`config.mk`:
```
export PLATFORM = sky130hd
export DESIGN_NAME = fifo_class_read_arbiter
export DESIGN_NICKNAME = d
export VERILOG_FILES = /design/src/rtl/fifo_class_read_arbiter.sv
export SDC_FILE = /design/constraint.sdc
export NUM_CORES = 1
export LEC_CHECK = 0
export BUFFER_PORTS_ARGS = -buffer_cell sky130_fd_sc_hd__buf_4
export CORE_AREA = 4 4 41 43
export DETAILED_ROUTE_END_ITERATION = 12
export DIE_AREA = 0 0 45 47
export SETUP_SLACK_MARGIN = 0.4
export SYNTH_ARGS = -nofsm -noshare
export SYNTH_HDL_FRONTEND = slang
export SYNTH_SLANG_ARGS = --single-unit
```
`constraint.sdc`:
```
create_clock -name clk -period 2 [get_ports clk]
set_input_delay 0 -clock clk [delete_from_list [all_inputs] [get_ports clk]]
set_output_delay 0 -clock clk [all_outputs]
set_load 0.01 [all_outputs]
```
`src/rtl/fifo_class_read_arbiter.sv`:
```
// Strict-priority, packet-locked read arbiter over NUM_CLASS FWFT class FIFOs.
// Optional starvation aging: define FIFO_ARB_AGING_EN.
module fifo_class_read_arbiter #(
  parameter int NUM_CLASS = 2,
  parameter int TYPE_W = 3,
  parameter logic [TYPE_W-1:0] TAIL_TYPE = 3'b110,
  parameter logic [TYPE_W-1:0] SINGLE_TYPE = 3'b111,
  parameter int AGE_LIMIT = 15,
  localparam int SEL_W = (NUM_CLASS > 2) ? $clog2(NUM_CLASS) : 1
) (
  input  logic                        clk,
  input  logic                        rst,
  input  logic [NUM_CLASS-1:0]        fifo_empty,
  input  logic [NUM_CLASS*TYPE_W-1:0] head_type,
  input  logic                        bussy,
  output logic [NUM_CLASS-1:0]        fifo_read,
  output logic                        req,
  output logic [SEL_W-1:0]            fifo_sel,
  output logic                        locked
);

  if (NUM_CLASS < 2 || NUM_CLASS > 8 || AGE_LIMIT < 1) begin : g_bad_cfg
    $error("fifo_class_read_arbiter: bad NUM_CLASS/AGE_LIMIT");
  end

  typedef enum logic {IDLE, LOCK} state_t;

  state_t             state_q, state_d;
  logic [SEL_W-1:0]   lock_cls_q, lock_cls_d;
  logic [TYPE_W-1:0]  types [NUM_CLASS];
  logic [SEL_W-1:0]   hi_cls;
  logic [SEL_W-1:0]   cand_idle;
  logic [SEL_W-1:0]   cand;
  logic [TYPE_W-1:0]  cand_type;
  logic               any_ne;
  logic               req_int;
  logic               rd;
  logic               is_end;
  logic               age_sel;

  always_comb begin
    for (int i = 0; i < NUM_CLASS; i++) begin
      types[i] = head_type[i*TYPE_W +: TYPE_W];
    end
  end

  always_comb begin
    hi_cls = '0;
    any_ne = 1'b0;
    for (int i = 0; i < NUM_CLASS; i++) begin
      if (!fifo_empty[i]) begin
        hi_cls = SEL_W'(i);
        any_ne = 1'b1;
      end
    end
  end

`ifdef FIFO_ARB_AGING_EN
  localparam int AGE_W =
    ($clog2(AGE_LIMIT + 1) > 4) ? $clog2(AGE_LIMIT + 1) : 4;
  localparam logic [AGE_W-1:0] AGE_MAX = '1;

  logic [SEL_W-1:0] lo_cls;
  logic [AGE_W-1:0] age_q, age_d;
  logic             lower_ne;

  always_comb begin
    lo_cls = '0;
    for (int i = NUM_CLASS - 1; i >= 0; i--) begin
      if (!fifo_empty[i]) begin
        lo_cls = SEL_W'(i);
      end
    end
  end

  assign age_sel   = (age_q >= AGE_W'(AGE_LIMIT));
  assign cand_idle = age_sel ? lo_cls : hi_cls;
  // a lower class is waiting exactly when the pick is not the lowest one
  assign lower_ne  = any_ne && (cand_idle != lo_cls);

  always_comb begin
    age_d = age_q;
    if (rd && state_q == IDLE) begin
      if (!lower_ne) begin
        age_d = '0;
      end else if (age_q != AGE_MAX) begin
        age_d = age_q + 1'b1;
      end
    end
  end

  always_ff @(posedge clk or posedge rst) begin
    if (rst) begin
      age_q <= '0;
    end else begin
      age_q <= age_d;
    end
  end
`else
  assign age_sel   = 1'b0;
  assign cand_idle = hi_cls;
`endif

  always_comb begin
    if (state_q == LOCK) begin
      cand    = lock_cls_q;
      req_int = !fifo_empty[lock_cls_q];
    end else begin
      cand    = cand_idle;
      req_int = any_ne;
    end
  end

  assign rd        = req_int & !bussy;
  assign cand_type = types[cand];
  assign is_end    = (cand_type == TAIL_TYPE) ||
                     (cand_type == SINGLE_TYPE);

  always_ff @(posedge clk or posedge rst) begin
    if (rst) begin
      state_q    <= IDLE;
      lock_cls_q <= '0;
    end else begin
      state_q    <= state_d;
      lock_cls_q <= lock_cls_d;
    end
  end

  // a SINGLE seen while locked is a protocol error; it closes the packet
  always_comb begin
    state_d    = state_q;
    lock_cls_d = lock_cls_q;
    if (rd) begin
      unique case (state_q)
        IDLE: begin
          if (!is_end) begin
            state_d    = LOCK;
            lock_cls_d = cand;
          end
        end
        LOCK: begin
          if (is_end) begin
            state_d = IDLE;
          end
        end
      endcase
    end
  end

  // strobes are held off while reset is asserted
  always_comb begin
    fifo_read = '0;
    if (rd && !rst) begin
      fifo_read[cand] = 1'b1;
    end
    req      = req_int & !rst;
    fifo_sel = cand;
    locked   = (state_q == LOCK);
  end

endmodule

```
Word level (Yosys, flattened, before mapping)
Index checks and enable logic that the tools add are counted.
W data, S select, Z words.
{"block": "classes", "addsub": 0, "n_reduce_logical": 7, "n_shift": 0, "n_lt_le_gt_ge": 4, "eq_ne": 2, "div_mod_pow": 0, "mux": 14, "mul": 0, "bitwise_logic": 5}
{"op": "$mux W1", "n": 9}
{"op": "$mux W3", "n": 3}
{"op": "$eq A3 B3 Y1 const B", "n": 2}
{"op": "$lt A1 B2 Y1 const B", "n": 2}
{"op": "$logic_not A1 Y1", "n": 3}
{"op": "$reduce_and A3 Y1", "n": 1}
{"op": "$and A1 B1 Y1", "n": 2}
{"op": "$ge A2 B2 Y1 const B", "n": 1}
{"op": "$logic_and A1 B1 Y1", "n": 2}
{"op": "$mux W2", "n": 1}
{"op": "$not A1 Y1", "n": 2}
{"op": "$not A1 Y2", "n": 1}
{"op": "$demux W1 S1", "n": 1}
{"op": "$ge A1 B1 Y1 const B", "n": 1}
{"op": "$logic_or A1 B1 Y1", "n": 1}
{"block": "totals", "mem_bits_rw": 0, "mem_bits_ro": 0, "input_bits": 11, "elab_cells": 34, "latch_bits": 0, "out_inout_bits": 5, "regBits": 2, "memories": 0}

Logic depth before layout (Yosys ltp)
Gate-level depths: netlist of run 1.
{"block": "depth", "word_depth": 10, "ltp_mapped": 3, "depth_no_buf": 3}

Worst setup path before layout of run 1
OpenSTA, ideal clock, no wires.
{"block": "synth_timing", "path_kind": "reg-to-output", "from": "register lock_cls_q", "to": "output port fifo_read[1]", "path_slack_ps": 913, "path_buffers": 0, "required_time_ps": 2000, "path_stages_with_launch": 4, "arrival_time_ps": 1087, "path_cell_list": "dfrtp_1 -> mux2i_2 -> o21ai_2 -> nor4_1"}
{"block": "synth_via", "elab_chain_cells": 7, "elab_cells_between_ends": 13, "cone_classes": "2 x order compare; 7 x mux; 1 x bitwise; 3 x reduce/logical"}
{"element": "from (decl)", "line_no": "29", "text": "logic [SEL_W-1:0] lock_cls_q, lock_cls_d;"}
{"element": "from (signal assigned)", "line_no": "125", "text": "lock_cls_q <= lock_cls_d;"}
{"element": "parallel branches: the longest is 6 deep, another holds $lt A1 B2 Y1"}
{"element": "$mux W2 *", "line_no": "153", "text": "if (rd && !rst) begin"}
{"element": "to (decl)", "line_no": "16", "text": "output logic [NUM_CLASS-1:0] fifo_read,"}
Mark *: on every way between the ends. The select of a mux whose other input is x is not followed.

Worst setup path in the final report of run 1
Ends and elaborated chain as after synthesis.

==> flow_metrics.py, run 1 <==
metrics = {
    "route": {
        "ant_nets": 0,
        "vias": 248,
        "wirelength_um": 580,
        "viasPerCell": 4.351,
        "drt_iter0_drc": 2,
        "wire_per_inst_um": 10.18,
        "drc": 0,
        "dr.pass1.iters": 2,
    },
    "power_and_ir_drop": {
        "p_clk_share_pct": 22.7,
        "vdd_ir_drop_max_mv": 0.2883,
        "power_w": 0.0003875,
        "p_sw_w": 0.0001513,
        "combPwrFrac_pct": 54.1,
        "switching_share_pct": 39.04,
        "leakage_nw": 0.1763,
        "cellInternalPower_w": 0.0002362,
        "pwr_density_cell_nw_per_um2": 1106,
        "power_frac_seq_pct": 23.2,
    },
    "timing": {
        "finalHoldViolations": 0,
        "tns_ns": 0,
        "fmax_mhz": 724.7,
        "fin_skew_ns": 0.001496,
        "post-route-min-period_ns": 1.380,
        "drv_slew": 0,
        "fin_crit_sh_pct": 68.99,
        "relSlewSlack_pct": 83.01,
        "worst_pin_slew_ns": 0.2499,
        "rsz0062_at_grt": "false",
        "worst_slack_ns": 0.6201,
        "finalSetupViolCount": 0,
    },
    "cts": {
        "cts.sinks": 2,
        "clockBufferDepth": 2,
        "cts_resized": 0,
        "htree_levels": 1,
        "cts_tree": "yes",
        "clock_latency_ns": 0.22,
        "clkTransAtPathRegs_ns": 0.03,
        "clock-root-buffer": "clkbuf_4",
        "cts_buffers": 3,
    },
    "synthesis": {
        "ys_ff_latch": 2,
        "synthDominantCellAreaShare_pct": 24.84,
        "synthCells": 25,
        "synth_area_leader_cell": "dfrtp_1",
        "syn_area_per_cell_um2": 8.058,
        "synth.cell_area_um2": 201.4,
        "ys_seq_area_share_pct": 24.84,
        "synthDistinctLibCells": 17,
        "synthTopCellsByArea": "dfrtp_1, a21oi_1, mux2i_2, o31ai_2, inv_1",
        "synth_nets": 36,
        "yosysWarnings": 0,
    },
    "placement": {
        "port_buffers": 13,
        "gp_congestion": 0.6428,
        "pre_cts_slack_ns": 0.8507,
        "hpwl_um": 463,
    },
    "outcome": {
        "status": "completed",
    },
    "min_path": {
        "holdCritPathClass": "input port to register",
        "whs_path_depth": 3,
    },
    "critical_path": {
        "r2r-end": "locked$_DFFE_PP0P_",
        "worst-r2r-cell-count": 3,
        "critical_path.startpoint": "lock_cls_q$_DFFE_PP0P_",
        "worstSetupEndpointType": "primary output",
        "criticalPathCategory": "register to primary output",
        "r2r_setup_slack_ns": 0.84,
        "crit_required_ns": 2.00,
        "r2r_start": "lock_cls_q$_DFFE_PP0P_",
        "endpoint": "fifo_read[1]",
        "crit_path_max_fanout": 3,
        "worstSetupStartpointType": "register",
        "cp_data_arrival_time_ns": 1.38,
    },
    "global_routing": {
        "grt_max_degree": 7,
        "grt_util_all_layers_pct": 6.635,
        "grt_pass1_vias": 244,
        "antenna_found_initial": 0,
        "grt_pass1_wl_um": 993,
        "grt-ovfl-total": 0,
    },
    "run": {
        "cap_violations": 0,
    },
    "floorplan": {
        "boundaryPins": 16,
        "initial_utilization_pct": 15.48,
        "rows": 13,
        "die_w_um": 45,
        "die_h_um": 47,
        "coreArea_um2": 1301,
        "die-area_um2": 2115,
    },
    "layout": {
        "nNetsFinal": 55,
        "area_delta_synth_final_pct": 73.91,
        "final_common_cell": "buf_4",
        "drive_above_1_share_pct": 50.00,
        "mostFrequentLayoutCells": "buf_4, a21oi_1, inv_1, clkbuf_4",
        "diodes": 0,
    },
}
[state kept, by name, indices dropped and copies added, names as in the netlist]
register,flops
lock_cls_q,1
locked,1
[cells in the mapped netlist]
master / instances
nor3_2: 1
nor4b_1: 1
inv_1: 3
a21o_1: 1
nor4_1: 1
nand2_1: 2
o21ai_2: 1
and2b_4: 1
nor2_1: 1
nor3_1: 2
o21ba_1: 1
o31ai_2: 1
mux2i_2: 1
nor2b_1: 1
a21oi_1: 4
dfrtp_1: 2
o21ai_1: 1
[worst max-delay path: stages (launching register included)]
cell	delay [ns]
dfrtp_1	0.39
mux2i_2	0.31
o21ai_2	0.11
nor4_1	0.18
buf_4	0.17
[logic make-up (layout without fill, tap and decap cells)]
| kind of cell | count (synthesis) | after routing | share of synthesized area (%) |
|---|---|---|---|
| DFF | 2 | 2 | 24.85 |
| muxes | 1 | 1 | 6.831 |
| AOI/OAI and AO/OA | 9 | 9 | 31.68 |
| buffers and inverters | 3 | 20 | 5.590 |
| and+or+nand+nor | 10 | 10 | 31.06 |
[what timing repair did]
item | 4_1_cts | 5_1_grt
buffers inserted | 0 | 0
hold buffers | 1 | 0
endpoints found under the hold margin | 2 | 0
[worst min-delay path by stage]
stage | slack (ns) | from | to
after floorplan | -0.26 | rst | lock_cls_q$_DFFE_PP0P_
after CTS | 0.06 | head_type[1] | lock_cls_q$_DFFE_PP0P_
final | 0.07 | head_type[1] | lock_cls_q$_DFFE_PP0P_
after detailed placement | -0.12 | rst | lock_cls_q$_DFFE_PP0P_
after global routing | 0.08 | head_type[1] | lock_cls_q$_DFFE_PP0P_
after global placement | -0.13 | rst | locked$_DFFE_PP0P_
[layout make-up]
| class | instances | area, um^2 |
|---|---|---|
| fill | 155 | 950.9 |
| multi-input combinational | 20 | 140.1 |
| clock buffer | 3 | 22.52 |
| tap | 15 | 18.77 |
| inverter | 3 | 11.26 |
| sequential | 2 | 50.05 |
| timing repair buffer | 14 | 107.6 |
[stage by stage]
step	hold slack (ns)	utilization (%)	area [um^2]	instances
after floorplan	-0.2588	-	201.4	25
after global placement	-0.1291	24.42	317.8	53
after detailed placement	-0.1237	24.42	317.8	53
after CTS	0.05597	26.92	350.3	57
after global routing	0.08187	26.92	350.3	57
final	0.06629	26.92	350.3	57
[power by group through the flow]
stage | registers (W) | logic, W | clock network [W]
after floorplan | 0.0000866 | 0.000125 | 0
after global placement | 0.0000871 | 0.000207 | 0
after detailed placement | 0.0000885 | 0.000210 | 0
after CTS | 0.0000883 | 0.000213 | 0.0000953
after global routing | 0.0000920 | 0.000233 | 0.0000990
final | 0.0000899 | 0.000210 | 0.0000878
[per-layer routing]
| metal | wire (um) | vias to the layer above | track usage, % |
|---|---|---|---|
| met2 | 258 | 9 | 8.757 |
| met4 | 0 | 0 | 5.263 |
| met3 | 72 | 0 | 3.065 |
| met1 | 249 | 115 | 8.182 |
| met5 | 0 | - | 0 |
| li1 | - | 124 | - |
No activity file was read; power rests on OpenSTA's default activity.
==> run 2: changes to the inputs <==
- clock period: 2 -> 1.3 ns (I/O delays scaled with it)
==> run 2 against run 1 <==
  * Worst setup slack got worse by 0.56 ns
  * Final cell count increased by 12%
  * First-iteration DRC count increased to 3.5 times the previous value
  * Critical endpoint unchanged
==> flow_metrics.py, run 2 (synthesis gave the netlist of run 1 again) <==
metrics = {
    "route": {
        "wire_per_inst_um": 10.52,
        "dr.pass1.iters": 4,
        "ant_nets": 0,
        "viasPerCell": 4.422,
        "vias": 283,
        "drc": 0,
        "drt_iter0_drc": 7,
        "wirelength_um": 673,
    },
    "placement": {
        "port_buffers": 13,
        "gp_congestion": 0.6580,
        "dp.cells": 53,
        "hpwl_um": 509.4,
    },
    "floorplan": {
        "initial_utilization_pct": 15.48,
        "coreArea_um2": 1301,
        "boundaryPins": 16,
        "die-area_um2": 2115,
        "die_h_um": 47,
        "rows": 13,
        "die_w_um": 45,
    },
    "global_routing": {
        "grt_pass1_wl_mm": 1.007,
        "grt_pass1_vias": 257,
        "grt_util_all_layers_pct": 6.951,
        "grt-ovfl-total": 0,
        "antenna_found_initial": 0,
        "grt_max_degree": 7,
    },
    "cts": {
        "cts_buffers": 3,
        "clock-root-buffer": "clkbuf_4",
        "cts.sinks": 2,
        "clockBufferDepth": 2,
        "htree_levels": 1,
        "clock_latency_ns": 0.22,
        "cts_tree": "yes",
        "clkTransAtPathRegs_ns": 0.03,
    },
    "power_and_ir_drop": {
        "leakage_nw": 0.2218,
        "pwr_density_cell_nw_per_um2": 1876,
        "vdd_ir_drop_max_mv": 0.4726,
    },
    "layout": {
        "filler_cell_count": 149,
        "nNetsFinal": 62,
        "drive_above_1_share_pct": 67.35,
        "final_cells": 64,
        "diodes": 0,
        "mostFrequentLayoutCells": "buf_4, a21oi_1, buf_6, inv_1, clkbuf_4",
        "final_common_cell": "buf_4",
        "area_delta_synth_final_pct": 118.0,
    },
    "critical_path": {
        "crit_required_ns": 1.30,
        "worstSetupStartpointType": "register",
        "cp_data_arrival_time_ns": 1.24,
        "worstSetupEndpointType": "primary output",
        "crit_family": "flip-flops",
        "slowest_stage": "dfrtp_1",
        "critPathMaxStageDelay_ns": 0.36,
        "path_buf_inv": 1,
        "crit_path_max_fanout": 3,
        "criticalPathCategory": "register to primary output",
        "crit_chain": "mux2i_2 -> o21ai_2 -> nor4_2 -> buf_4",
    },
    "timing": {
        "tns_ns": 0,
        "finalHoldViolations": 0,
        "fmax_mhz": 804.5,
        "drv_slew": 0,
        "fin_crit_sh_pct": 95.62,
        "worst_pin_slew_ns": 0.2623,
        "rsz0062_at_grt": "true",
        "finalSetupViolCount": 0,
        "relSlewSlack_pct": 82.27,
        "post-route-min-period_ns": 1.243,
        "fin_skew_ns": 0.002020,
    },
    "min_path": {
        "holdCritPathClass": "input port to register",
    },
    "outcome": {
        "status": "completed",
    },
    "run": {
        "cap_violations": 0,
    },
}
==> run 2: cell types whose count changed in the layout (fill, tap and decap cells not counted) <==
cell / before / now
nor2_1: 1 / 0
dfrtp_2: 0 / 1
nor2b_4: 0 / 1
dfrtp_1: 2 / 1
nor4_1: 1 / 0
buf_6: 0 / 4
nor2_2: 0 / 1
o21ai_1: 1 / 0
o21ai_2: 1 / 2
nor4_2: 0 / 1
buf_4: 13 / 16
nor2b_1: 1 / 0
==> run 2: what timing repair did <==
item	CTS	global route
setup endpoints to repair	6	7
setup buffers	6	1
hold buffers	1	0
endpoints found under the hold margin	2	0
cloned	0	0
pin swaps	0	1
resized for setup	3	5
==> run 2: per-stage QoR <==
stage	hold WS [ns]	instance area, um^2	utilization (%)	setup slack [ns]	power (W)
4_1_cts	0.05896	415.4	31.92	0.04780	0.0007656
5_1_grt	0.06506	439.2	33.75	-0.05730	0.0008893
6_report	0.06682	439.2	33.75	0.05695	0.0008239
2_1_floorplan	-0.2588	210.2	-	0.2495	0.0003403
3_3_place_gp	-0.1292	326.6	25.10	0.1899	0.0004651
3_5_place_dp	-0.1259	326.6	25.10	0.1603	0.0004774
==> run 2: routing by layer <==
metal | GRT usage (%) | up-vias | part of all wire [%]
met5 | 0 | - | 0
met4 | 7.018 | 0 | 0
met3 | 2.682 | 0 | 12
met2 | 10.45 | 13 | 50
met1 | 7.273 | 131 | 38
li1 | - | 139 | -
==> run 2: area by class of cell <==
type | instances | area (um^2) | area share, %
sequential | 2 | 51.30 | 11.68
timing repair buffer | 21 | 175.2 | 39.89
inverter | 3 | 11.26 | 2.564
tap | 15 | 18.77 | 4.274
clock buffer | 3 | 22.52 | 5.128
multi-input combinational | 20 | 160.2 | 36.47
==> run 2: power by group <==
part,switching [W],total (W),internal (W)
Sequential,0.0000362,0.000133,0.0000971
Combinational,0.000222,0.000558,0.000335
Clock,0.0000314,0.000133,0.000101
==> run 2: final timing paths <==
path / startpoint / to / slack (ns) / depth (start not counted)
min in group asynchronous: rst / lock_cls_q$_DFFE_PP0P_ / 0.20 / 3
worst max register to register: locked$_DFFE_PP0P_ / locked$_DFFE_PP0P_ / 0.11 / 4
worst min register to register: lock_cls_q$_DFFE_PP0P_ / lock_cls_q$_DFFE_PP0P_ / 0.70 / 3
worst min-delay path: head_type[1] / lock_cls_q$_DFFE_PP0P_ / 0.07 / 3
max in group asynchronous: rst / locked$_DFFE_PP0P_ / 0.97 / 3
worst max-delay path: lock_cls_q$_DFFE_PP0P_ / fifo_read[1] / 0.06 / 4
==> run 2: worst reg2reg max path, cell delays in order (launching register included) <==
cell	delay, ns
dfrtp_2	0.39
and2b_4	0.21
buf_4	0.13
o21ba_1	0.17
o31ai_2	0.18
